===== config.mk =====
export PLATFORM = sky130hd
export DESIGN_NAME = multicycle_controller
export DESIGN_NICKNAME = d
export VERILOG_FILES = /design/src/rtl/multicycle_controller.sv
export SDC_FILE = /design/constraint.sdc
export NUM_CORES = 1
export LEC_CHECK = 0
export CELL_PAD_IN_SITES_DETAIL_PLACEMENT = 0
export CELL_PAD_IN_SITES_GLOBAL_PLACEMENT = 2
export CORE_UTILIZATION = 14
export CTS_CLUSTER_DIAMETER = 150
export DETAILED_ROUTE_END_ITERATION = 8
export PLACE_DENSITY = 0.81
export SKIP_LAST_GASP = 1
export SLEW_MARGIN = 5
export SYNTH_ARGS = -nofsm -noshare
export SYNTH_HDL_FRONTEND = slang
export SYNTH_SLANG_ARGS = --single-unit

===== constraint.sdc =====
create_clock -name clk -period 2.41 [get_ports clk]
set_input_delay 0.241 -clock clk [delete_from_list [all_inputs] [get_ports clk]]
set_output_delay 0.241 -clock clk [all_outputs]
set_load 0.02 [all_outputs]

===== src/rtl/multicycle_controller.sv =====
// Control FSM for the multi-cycle RV32I core: sequences the shared datapath through
// fetch, decode, execute, memory and writeback, with a mem_req/mem_ready handshake.
module multicycle_controller #(
  parameter logic [3:0] RESET_STATE = 4'd0
) (
  input  logic        clk,
  input  logic        rst,
  input  logic [31:0] instr,
  input  logic        zero,
  input  logic        mem_ready,
  output logic        mem_req,
  output logic        mem_write,
  output logic        adr_src,
  output logic        ir_write,
  output logic        pc_write,
  output logic        reg_write,
  output logic [1:0]  alu_src_a,
  output logic [1:0]  alu_src_b,
  output logic [1:0]  imm_src,
  output logic [1:0]  result_src,
  output logic [2:0]  alu_cntrl,
  output logic        retire,
  output logic        trap,
  output logic [3:0]  state
);

  typedef enum logic [3:0] {
    S_FETCH   = 4'd0,
    S_DECODE  = 4'd1,
    S_MEMADR  = 4'd2,
    S_MEMRD   = 4'd3,
    S_MEMWB   = 4'd4,
    S_MEMWR   = 4'd5,
    S_EXEC_R  = 4'd6,
    S_EXEC_I  = 4'd7,
    S_ALUWB   = 4'd8,
    S_BEQ     = 4'd9,
    S_JAL     = 4'd10,
    S_JALR    = 4'd11,
    S_JALR_PC = 4'd12,
    S_TRAP    = 4'd13
  } state_e;

  localparam logic [6:0] OP_LOAD  = 7'b0000011;
  localparam logic [6:0] OP_STORE = 7'b0100011;
  localparam logic [6:0] OP_R     = 7'b0110011;
  localparam logic [6:0] OP_I     = 7'b0010011;
  localparam logic [6:0] OP_BEQ   = 7'b1100011;
  localparam logic [6:0] OP_JAL   = 7'b1101111;
  localparam logic [6:0] OP_JALR  = 7'b1100111;

  localparam logic [1:0] A_PC = 2'b00, A_OLDPC = 2'b01, A_RS1 = 2'b10;
  localparam logic [1:0] B_RS2 = 2'b00, B_IMM = 2'b01, B_FOUR = 2'b10;
  localparam logic [1:0] IMM_I = 2'b00, IMM_S = 2'b01, IMM_B = 2'b10;
  localparam logic [1:0] RES_ALUOUT = 2'b00, RES_DATA = 2'b01, RES_LIVE = 2'b10;
  localparam logic [2:0] ALU_ADD = 3'b000, ALU_SUB = 3'b001, ALU_AND = 3'b010;
  localparam logic [2:0] ALU_OR = 3'b011, ALU_SLT = 3'b101;

  state_e      state_q, state_d;
  logic        trap_q, trap_d;
  logic [2:0]  alu_dec;
  logic [6:0]  opcode;
  logic [2:0]  funct3;
  logic        unused_instr_bits;

  assign opcode            = instr[6:0];
  assign funct3            = instr[14:12];
  assign unused_instr_bits = ^{instr[31], instr[29:15], instr[11:7]};
  assign state             = state_q;
  assign trap              = trap_q;

  // funct7[5] only selects sub for register-register ops; addi with that bit set is still add
  always_comb begin
    alu_dec = ALU_ADD;
    case (funct3)
      3'b000:  if (opcode == OP_R && instr[30]) alu_dec = ALU_SUB;
      3'b010:  alu_dec = ALU_SLT;
      3'b110:  alu_dec = ALU_OR;
      3'b111:  alu_dec = ALU_AND;
      default: alu_dec = ALU_ADD;
    endcase
  end

  always_comb begin
    state_d    = state_q;
    mem_req    = 1'b0;
    mem_write  = 1'b0;
    adr_src    = 1'b0;
    ir_write   = 1'b0;
    pc_write   = 1'b0;
    reg_write  = 1'b0;
    alu_src_a  = A_PC;
    alu_src_b  = B_RS2;
    imm_src    = IMM_I;
    result_src = RES_ALUOUT;
    alu_cntrl  = ALU_ADD;
    retire     = 1'b0;
    case (state_q)
      S_FETCH: begin
        mem_req    = 1'b1;
        alu_src_b  = B_FOUR;
        result_src = RES_LIVE;
        ir_write   = mem_ready;
        pc_write   = mem_ready;
        if (mem_ready) state_d = S_DECODE;
      end
      // Speculatively form the branch target in alu_out while decoding
      S_DECODE: begin
        alu_src_a = A_OLDPC;
        alu_src_b = B_IMM;
        imm_src   = IMM_B;
        case (opcode)
          OP_LOAD, OP_STORE: state_d = S_MEMADR;
          OP_R:              state_d = S_EXEC_R;
          OP_I:              state_d = S_EXEC_I;
          OP_BEQ:            state_d = S_BEQ;
          OP_JAL:            state_d = S_JAL;
          OP_JALR:           state_d = S_JALR;
          default:           state_d = S_TRAP;
        endcase
      end
      S_MEMADR: begin
        alu_src_a = A_RS1;
        alu_src_b = B_IMM;
        imm_src   = (opcode == OP_STORE) ? IMM_S : IMM_I;
        state_d   = (opcode == OP_STORE) ? S_MEMWR : S_MEMRD;
      end
      S_MEMRD: begin
        mem_req = 1'b1;
        adr_src = 1'b1;
        if (mem_ready) state_d = S_MEMWB;
      end
      S_MEMWB: begin
        result_src = RES_DATA;
        reg_write  = 1'b1;
        retire     = 1'b1;
        state_d    = S_FETCH;
      end
      S_MEMWR: begin
        mem_req   = 1'b1;
        mem_write = 1'b1;
        adr_src   = 1'b1;
        retire    = mem_ready;
        if (mem_ready) state_d = S_FETCH;
      end
      S_EXEC_R: begin
        alu_src_a = A_RS1;
        alu_cntrl = alu_dec;
        state_d   = S_ALUWB;
      end
      S_EXEC_I: begin
        alu_src_a = A_RS1;
        alu_src_b = B_IMM;
        alu_cntrl = alu_dec;
        state_d   = S_ALUWB;
      end
      S_ALUWB: begin
        reg_write = 1'b1;
        retire    = 1'b1;
        state_d   = S_FETCH;
      end
      S_BEQ: begin
        alu_src_a = A_RS1;
        alu_cntrl = ALU_SUB;
        pc_write  = zero;
        retire    = 1'b1;
        state_d   = S_FETCH;
      end
      // Jumps load the PC here and reuse ALUWB to write the link address
      S_JAL, S_JALR_PC: begin
        alu_src_a = A_OLDPC;
        alu_src_b = B_FOUR;
        pc_write  = 1'b1;
        state_d   = S_ALUWB;
      end
      S_JALR: begin
        alu_src_a = A_RS1;
        alu_src_b = B_IMM;
        state_d   = S_JALR_PC;
      end
      S_TRAP:  state_d = S_TRAP;
      default: state_d = S_FETCH;
    endcase
    trap_d = trap_q | (state_d == S_TRAP);
  end

  always_ff @(posedge clk) begin
    if (rst) begin
      state_q <= state_e'(RESET_STATE);
      trap_q  <= 1'b0;
    end else begin
      state_q <= state_d;
      trap_q  <= trap_d;
    end
  end

endmodule


==> flow_metrics.env <==
export IMPL_drt_pre_antenna_iters=6
export IMPL_synth_xor_area_share_pct=1.39
export IMPL_synth_largest_type_area_fraction_pct=15.9
export IMPL_die_width_um=69.1
export IMPL_clock_insertion_delay_worst_skew_ns=0.23
export IMPL_input_output_buffers=37
export IMPL_required_time_worst_endpoint_ns=2.17
export IMPL_synth_edff_count=0
export IMPL_met3_usage_pct=0.877
export IMPL_via_count_of_the_first_global_routing_pass=795
export IMPL_worst_setup_path_class="reg2out"
export IMPL_synth_compound_area_share_pct=24.6
export IMPL_power_static_leakage_nw=0.478
export IMPL_clkSinkCount=5
export IMPL_drc=0
export IMPL_final_area_mm2=0.00114
export IMPL_wl_um=2240
export IMPL_synthesis_nets=130
export IMPL_starting_density_of_the_core_pct=14.5
export IMPL_final_fill_count=478
export IMPL_register_bit_total_from_synthesis=5
export IMPL_combinational_family_with_the_most_area_after_synthesis="simple AND/OR/NAND/NOR gates"
export IMPL_globalRouteMet1Util_pct=12.9
export IMPL_wire_length_of_the_first_global_routing_pass_um=3700
export IMPL_power_internal_uw=460
export IMPL_global_route_usage_met2_pct=14.5
export IMPL_critical_path_endpoint_category="output pin"
export IMPL_power_frac_clock_pct=19.9
export IMPL_max_slew_worst_pin_slew_ns=0.358
export IMPL_critical_path_arrival_ns=1.99
export IMPL_p_per_area_mw_per_mm2=718
export IMPL_tritoncts="built"
export IMPL_cts_root_buf="sky130_fd_sc_hd__clkbuf_8"
export IMPL_gp_congestion=0.761
export IMPL_die_y_um=69.1
export IMPL_maxClockFrequency_ghz=0.448
export IMPL_largest_clock_skew_in_the_final_design_ns=0.00386
export IMPL_final_min_clock_period_ns=2.23
export IMPL_rsz0062_at_grt="false"
export IMPL_avgRoutedWirePerCell_um=11.9
export IMPL_max_cap_violations=0
export IMPL_slew_limit_headroom_pct=76.0
export IMPL_post_synth_mux_area_share_pct=3.17
export IMPL_ir_worst_vdd_mv=0.224
export IMPL_placeableCoreArea_mm2=0.00435
export IMPL_setup_worst_path_start_class="flip-flop"
export IMPL_layout_nets=173
export IMPL_yosys_most_used_dff="sky130_fd_sc_hd__dfxtp_1"
export IMPL_power_switching_share_pct=43.6
export IMPL_postCtsHoldBufs=0
export IMPL_placement_rows=24
export IMPL_cts_max_level=1
export IMPL_timing_max_transition_violations_final=0
export IMPL_n_antenna_cell=0
export IMPL_post_synth_and_or_nand_nor_area_fraction_pct=46.8
export IMPL_route_vias_total=826
export IMPL_synth_top_cell_by_area="sky130_fd_sc_hd__dfxtp_1"
export IMPL_layout_drive_gt1_share_pct=11.8
export IMPL_hold_path_class="reg2reg"
export IMPL_tns_ns=0
export IMPL_ys_seq_area_share_pct=15.9
export IMPL_avgViaCountPerCell=4.39
export IMPL_post_dp_cell_area_mm2=0.00109
export IMPL_number_of_design_rule_violations_left_by_the_first_detailed_router_iteration=20
export IMPL_ys_types=35
export IMPL_aggregate_global_routing_overflow=0
export IMPL_p_seq_share_pct=15.4
export IMPL_initial_antenna_violation_count=0
export IMPL_p_comb_share_pct=64.7
export IMPL_design_power_total_uw=816
export IMPL_postRouteAntennaNets=0
export IMPL_detailed_place_hpwl_um=1780
export IMPL_synth_area_um2=631
export IMPL_final_hold_viol_count=0
export IMPL_async_flop_share_pct=0
export IMPL_layout_area_overhead_vs_synth_pct=80.2
export IMPL_setup_viol=0
export IMPL_gr_usage_all_layers_pct=9.30
export IMPL_ys_warnings_count=0
export IMPL_synthAdderAreaFrac_pct=0
export IMPL_numCtsBuffers=3
export IMPL_final_period_utilization_pct=92.6
export IMPL_clock_tree_buffer_depth=2
export IMPL_cts_reportedPaths_clkPinSlew_ns=0.04
export IMPL_run_status="completed"
export IMPL_globalRoute_busiestLayer="met2"
export IMPL_io_pins=59
export IMPL_postSynthCellCount=94
export IMPL_avgSynthCellArea_um2=6.71
export IMPL_critical_path_max_fanout=15
export IMPL_power_switching_uw=356
export IMPL_synthTopCellsByArea="sky130_fd_sc_hd__dfxtp_1 (16%), sky130_fd_sc_hd__nor3_1 (6.3%), sky130_fd_sc_hd__nor2_1 (5.4%)"
export IMPL_grt_max_degree=18
export IMPL_dieArea_mm2=0.00478
## layer usage
layer	vias up	routed length, um
met1	376	1120
met3	2	84
li1	423	-
met5	-	0
met4	0	29
met2	25	1010
## placed cells by master, fill, tap and decap left out, types with 2 or more instances in the layout
cell | Yosys | final
sky130_fd_sc_hd__clkbuf_8 | 0 | 3
sky130_fd_sc_hd__buf_4 | 0 | 6
sky130_fd_sc_hd__nand2b_1 | 5 | 5
sky130_fd_sc_hd__and3_1 | 4 | 4
sky130_fd_sc_hd__nor3_1 | 8 | 8
sky130_fd_sc_hd__nor4_1 | 2 | 2
sky130_fd_sc_hd__o21ai_0 | 4 | 4
sky130_fd_sc_hd__a21oi_1 | 6 | 6
sky130_fd_sc_hd__dfxtp_1 | 5 | 3
sky130_fd_sc_hd__a211oi_1 | 2 | 2
sky130_fd_sc_hd__nor2_1 | 9 | 9
sky130_fd_sc_hd__clkdlybuf4s50_1 | 0 | 36
sky130_fd_sc_hd__nand2_1 | 7 | 7
sky130_fd_sc_hd__nand3_1 | 4 | 4
sky130_fd_sc_hd__and2b_1 | 2 | 2
sky130_fd_sc_hd__inv_1 | 7 | 7
sky130_fd_sc_hd__nor2b_1 | 3 | 3
sky130_fd_sc_hd__mux2i_1 | 2 | 2
sky130_fd_sc_hd__dfxtp_2 | 0 | 2
## through the flow
step / worst slack, ns / utilization (%) / cells / hold slack (ns)
2_1_floorplan: 0.484 / - / 94 / 0.438
3_3_place_gp: 0.0528 / 24.9 / 184 / 0.473
3_5_place_dp: 0.0411 / 24.9 / 184 / 0.473
4_1_cts: 0.0239 / 26.0 / 188 / 0.485
5_1_grt: 0.0436 / 26.1 / 188 / 0.496
6_report: 0.179 / 26.1 / 188 / 0.476
## repair_timing
item,CTS,global route
resized for setup,0,3
buffers inserted,0,0
setup endpoints to repair,0,6
## power groups by stage
stage	clock [mW]	sequential [mW]	combinational [mW]
floorplan	0	0.125	0.289
global placement	0	0.124	0.526
detailed placement	0	0.124	0.529
CTS	0.166	0.123	0.531
global route	0.169	0.127	0.572
finish	0.163	0.125	0.528
## cell families after synthesis
family	count (synthesis)
AO/OA/AOI/OAI	21
XOR/XNOR	1
buffers and inverters	12
flip-flops	5
multiplexers	2
AND/OR/NAND/NOR	53
## cells in the mapped netlist (2+ instances only)
master                     instances
sky130_fd_sc_hd__nor2_1            9
sky130_fd_sc_hd__nor3_1            8
sky130_fd_sc_hd__inv_1             7
sky130_fd_sc_hd__nand2_1           7
sky130_fd_sc_hd__a21oi_1           6
sky130_fd_sc_hd__buf_2             5
sky130_fd_sc_hd__dfxtp_1           5
sky130_fd_sc_hd__nand2b_1          5
sky130_fd_sc_hd__and3_1            4
sky130_fd_sc_hd__nand3_1           4
sky130_fd_sc_hd__o21ai_0           4
sky130_fd_sc_hd__nor2b_1           3
sky130_fd_sc_hd__a211oi_1          2
sky130_fd_sc_hd__and2b_1           2
sky130_fd_sc_hd__mux2i_1           2
sky130_fd_sc_hd__nor4_1            2
## critical path, cell delays in order (launching register included)
cell,delay [ns]
sky130_fd_sc_hd__dfxtp_2,0.47
sky130_fd_sc_hd__and2b_1,0.24
sky130_fd_sc_hd__nor2_1,0.20
sky130_fd_sc_hd__mux2i_1,0.11
sky130_fd_sc_hd__a21o_1,0.21
sky130_fd_sc_hd__clkdlybuf4s50_1,0.54
## worst paths after layout
check,startpoint,to,slack [ns],depth (start not counted)
max,state[3]$_SDFF_PP0_,alu_src_b[0],0.18,5
min,trap$_SDFF_PP0_,trap$_SDFF_PP0_,0.48,2
max reg2reg,state[3]$_SDFF_PP0_,trap$_SDFF_PP0_,0.80,5
min reg2reg,trap$_SDFF_PP0_,trap$_SDFF_PP0_,0.48,2
## flip-flops by register name (all words and copies together), names as in the netlist
name / count
state: 4
trap: 1
## area by class of cell
| cell class | instances | area, um2 | share of cell area, % |
|---|---|---|---|
| Timing Repair Buffer | 43 | 418 | 36.8 |
| Sequential cell | 5 | 103 | 9.03 |
| Clock buffer | 4 | 45.0 | 3.96 |
| Tap cell | 52 | 65.1 | 5.73 |
| Multi-Input combinational cell | 77 | 479 | 42.2 |
| Inverter | 7 | 26.3 | 2.31 |
(Power assumes the default switching activity.)
